==> src/rtl/noc_port_requester.sv <==
// noc_port_requester: per-port flit FIFO plus IDLE/REQ/SEND requester for the NoC router arbiter.
// Define ERR_CNT_EN to build the saturating malformed-flit drop counter (err_count is 0 otherwise).
module noc_port_requester #(
    parameter int          DATA_W   = 32,
    parameter int          DEPTH    = 8,
    parameter logic [5:0]  PORT_SEL = 6'b000010
) (
    input  logic              clk,
    input  logic              rst,
    input  logic              in_valid,
    output logic              in_ready,
    input  logic [DATA_W-1:0] in_flit,
    input  logic [2:0]        in_id,
    input  logic [5:0]        grant,
    output logic              req,
    output logic [2:0]        flit_id,
    output logic [11:0]       length,
    output logic              out_valid,
    output logic [DATA_W-1:0] out_flit,
    output logic [2:0]        out_id,
    output logic [7:0]        err_count
);
    localparam int AW = $clog2(DEPTH);
    localparam logic [2:0] ID_HDR  = 3'b001;
    localparam logic [2:0] ID_TAIL = 3'b100;

    typedef enum logic [1:0] {IDLE, REQ, SEND} state_t;

    state_t state, state_nx;
    logic [DATA_W+2:0] mem [DEPTH];
    logic [AW:0]       wr_ptr, rd_ptr;
    logic              empty, full, push, pop, send_pop, latch, granted;
    logic [2:0]        head_id;
    logic [DATA_W-1:0] head_data;

    // Pointers carry one extra wrap bit to tell full from empty.
    assign empty     = wr_ptr == rd_ptr;
    assign full      = (wr_ptr[AW] != rd_ptr[AW]) && (wr_ptr[AW-1:0] == rd_ptr[AW-1:0]);
    assign in_ready  = !full;
    assign push      = in_valid && !full;
    assign head_id   = mem[rd_ptr[AW-1:0]][DATA_W+2:DATA_W];
    assign head_data = mem[rd_ptr[AW-1:0]][DATA_W-1:0];
    assign flit_id   = empty ? 3'b000 : head_id;
    assign granted   = |(grant & PORT_SEL);

    always_comb begin
        state_nx = state;
        pop      = 1'b0;
        send_pop = 1'b0;
        latch    = 1'b0;
        case (state)
            IDLE: if (!empty) begin
                latch    = head_id == ID_HDR;
                pop      = head_id != ID_HDR;
                state_nx = head_id == ID_HDR ? REQ : IDLE;
            end
            REQ: state_nx = granted ? SEND : REQ;
            SEND: begin
                pop      = granted && !empty;
                send_pop = pop;
                state_nx = !granted ? REQ : (pop && head_id == ID_TAIL) ? IDLE : SEND;
            end
            default: state_nx = IDLE;
        endcase
    end

    always_ff @(posedge clk) begin
        if (push) mem[wr_ptr[AW-1:0]] <= {in_id, in_flit};
    end

    always_ff @(posedge clk) begin
        if (rst) begin
            state     <= IDLE;
            wr_ptr    <= '0;
            rd_ptr    <= '0;
            req       <= 1'b0;
            length    <= '0;
            out_valid <= 1'b0;
            out_flit  <= '0;
            out_id    <= '0;
        end else begin
            state     <= state_nx;
            wr_ptr    <= push ? wr_ptr + {{AW{1'b0}}, 1'b1} : wr_ptr;
            rd_ptr    <= pop ? rd_ptr + {{AW{1'b0}}, 1'b1} : rd_ptr;
            req       <= state_nx != IDLE;
            length    <= latch ? head_data[11:0] : length;
            out_valid <= send_pop;
            out_flit  <= send_pop ? head_data : out_flit;
            out_id    <= send_pop ? head_id : out_id;
        end
    end

`ifdef ERR_CNT_EN
    always_ff @(posedge clk) begin
        if (rst) err_count <= '0;
        else if (state == IDLE && pop && err_count != 8'hFF) err_count <= err_count + 8'd1;
    end
`else
    assign err_count = 8'd0;
`endif
endmodule

==> config.mk <==
export PLATFORM = sky130hd
export DESIGN_NAME = noc_port_requester
export DESIGN_NICKNAME = d
export VERILOG_FILES = /design/src/rtl/noc_port_requester.sv
export SDC_FILE = /design/constraint.sdc
export NUM_CORES = 1
export LEC_CHECK = 0
export CORE_MARGIN = 8
export CORE_UTILIZATION = 48
export CTS_BUF_LIST = sky130_fd_sc_hd__clkbuf_4 sky130_fd_sc_hd__clkbuf_8
export DETAILED_ROUTE_END_ITERATION = 12
export HOLD_SLACK_MARGIN = 0.1
export PLACE_DENSITY = 0.65
export RECOVER_POWER = 100
export SLEW_MARGIN = 40
export SYNTH_ARGS = -nofsm -noshare
export SYNTH_HDL_FRONTEND = slang
export SYNTH_SLANG_ARGS = --single-unit
==> constraint.sdc <==
create_clock -name clk -period 5.8 [get_ports clk]
set_input_delay 0.87 -clock clk [delete_from_list [all_inputs] [get_ports clk]]
set_output_delay 0.87 -clock clk [all_outputs]
set_load 0.03 [all_outputs]
==> results.ini <==
[status]
run_status=finished, violations left
violations=max-capacitance violations, max-slew violations

[routing]
ant_nets=0
routed_via_density=5.47
drt_first_iter_violations=351
drt_wl_total_mm=26.3
drc=0
wl_per_cell_um=22.1
first_pass_iters=4
vias=6505

[global_route]
grt.total_usage=0.162
antenna_found_initial=4
grt_max_degree=60
grt_pass1_vias=6901
grt_pass1_wl_mm=40.5
overflow=0

[clock_network]
hold_buffers=0
cts_tree=done
cts_root_buf=clkbuf_8
clockBufferDepth=3
numClockSinks=342
clkLatencyLatePin_ns=0.57
cts_buffers=54
postCtsSetupBuffers=0
h-tree-depth=2
ctsResizeCount=0
path_clk_slew_ns=0.06

[synthesis]
yosysTopAreaCell=edfxtp_1
ys_top_cells_by_area=edfxtp_1 (65%), mux4_2 (12%), dfxtp_1 (9.6%), mux2i_1 (2.7%), nor2_1 (2.2%)
async_reset_ff_frac=0
ys_seq_area_frac=0.747
yosys_warnings=0
netlist_instances=674
synth-edff-count=280
synth.avg_cell_area_um2=19.2
yosys_most_used_dff=edfxtp_1
synth_seq_cells=342
netlist_area_mm2=0.0129
synthDistinctLibCells=41
synth_top_area_share=0.651

[timing]
period_share=0.797
period_minus_slack_ns=4.62
setup_tns_ns=0
worst-slew-pin-transition_ns=2.72
fmax_mhz=216
slew_violations=149
clock_skew_ns=0.0204
finalSetupViolCount=0
rsz0062_at_grt=no
finalHoldViolCount=0
slew_headroom=-0.816

[power]
p_leak_nw=4.97
totalPowerFinal_mw=5.84
ir_worst_vdd_uv=220
power-per-cell-area_mw_per_mm2=383

[job]
drv_cap=5

[min_path]
min_path_type=flop to flop

[die]
rows=60
io-pin-count=105
core-area_mm2=0.0267
die_height_um=180
initial_core_util=0.484
dieArea_mm2=0.0324
dieWidth_um=180

[cells_and_area]
fin_nets=850
syn_to_final_growth_pct=18.0
drive_above_1_share=0.220
num_antenna_cells=0
final_cell_mix=edfxtp_1 (280), dlygate4sd3_1 (88), nor2_1 (75)
final_common_cell=edfxtp_1

[placement]
port_buffers=91
dp_hpwl_mm=15.7
globalplace.congestion=0.723

[setup_path]
critPathKind=flop to flop
start_kind=flop
crit_required_ns=5.98
cp_max_fo=14
cp-end-kind=flop
arrival_ns=4.80

-- area by class of cell --
class | instances | area, µm²
timing repair buffer | 112 | 1020
clock inverter | 26 | 199
fill | 2052 | 11500
sequential | 342 | 9660
inverter | 4 | 16.3
tap | 341 | 427
clock buffer | 75 | 920
multi-input combinational | 290 | 3010
-- power breakdown --
part | switching, mW | internal [mW]
Sequential | 0.0972 | 2.75
Clock | 0.904 | 1.16
Combinational | 0.470 | 0.455
Total | 1.47 | 4.37
-- sequential cells by signal, summed over array words and instances, names as in the netlist, named ones only --
register / flops
out_id: 3
rd_ptr: 4
length: 12
state: 2
req: 1
wr_ptr: 4
mem: 280
out_flit: 32
out_valid: 1
-- per-stage QoR --
| stage | worst slack, ns | utilization | hold WS, ns | std cells | instance area [µm²] |
|---|---|---|---|---|---|
| floorplan | 1.43 | - | 0.498 | 681 | 12900 |
| global placement | 2.03 | 0.531 | 0.472 | 1080 | 14200 |
| detailed placement | 2.15 | 0.536 | 0.489 | 1088 | 14300 |
| CTS | 1.55 | 0.578 | 0.497 | 1189 | 15500 |
| global route | 0.921 | 0.571 | 0.506 | 1190 | 15300 |
| finish | 1.18 | 0.571 | 0.490 | 1190 | 15300 |
-- cells in the mapped netlist, types with 2 or more instances --
master	instances
a211oi_1	23
a21oi_1	6
a41oi_1	2
buf_2	16
buf_4	8
buf_6	2
clkbuf_1	18
dfxtp_1	62
edfxtp_1	280
ha_1	2
inv_1	4
mux2_2	13
mux2i_1	35
mux4_1	2
mux4_2	68
nand2_1	4
nand2b_1	3
nand4_1	3
nor2_1	75
nor3_1	14
o211ai_1	2
o21ai_0	2
o21ai_1	3
or3_1	3
xnor2_1	6
xor2_1	3
-- worst max-delay path, stage by stage, from the launching register on --
cell and delay, ns:
dfxtp_1 0.54, xnor2_1 0.21, a41oi_1 0.61, nand2b_1 0.24, nor2_1 1.11, clkbuf_1 0.71, clkbuf_1 0.82
-- logic make-up after synthesis --
group           share of synthesized area
simple gates                       0.0378
other cells                      0.000290
fa+ha+maj                         0.00194
flops                               0.747
compound gates                     0.0247
buf+inv                            0.0193
mux                                 0.163
xor+xnor                          0.00610
-- routing by layer --
metal / vias to the layer above / share of wire / wire length [µm] / global-route usage
li1: 2940 / - / - / -
met2: 206 / 0.49 / 12900 / 0.274
met5: - / 0.00099 / 26 / 0
met1: 3310 / 0.43 / 11300 / 0.205
met3: 45 / 0.063 / 1660 / 0.0419
met4: 4 / 0.015 / 399 / 0.0423
-- worst paths after layout --
check	startpoint	to	slack [ns]	depth (start not counted)
hold / removal	out_flit[2]$_SDFFE_PP0P_	out_flit[2]$_SDFFE_PP0P_	0.49	2
setup / recovery	wr_ptr[0]$_SDFFE_PP0P_	mem[3][0]$_DFFE_PP_	1.18	6
hold reg to reg	out_flit[2]$_SDFFE_PP0P_	out_flit[2]$_SDFFE_PP0P_	0.49	2
setup reg to reg	wr_ptr[0]$_SDFFE_PP0P_	mem[3][0]$_DFFE_PP_	1.18	6
Power figures use the tool's default switching activity.
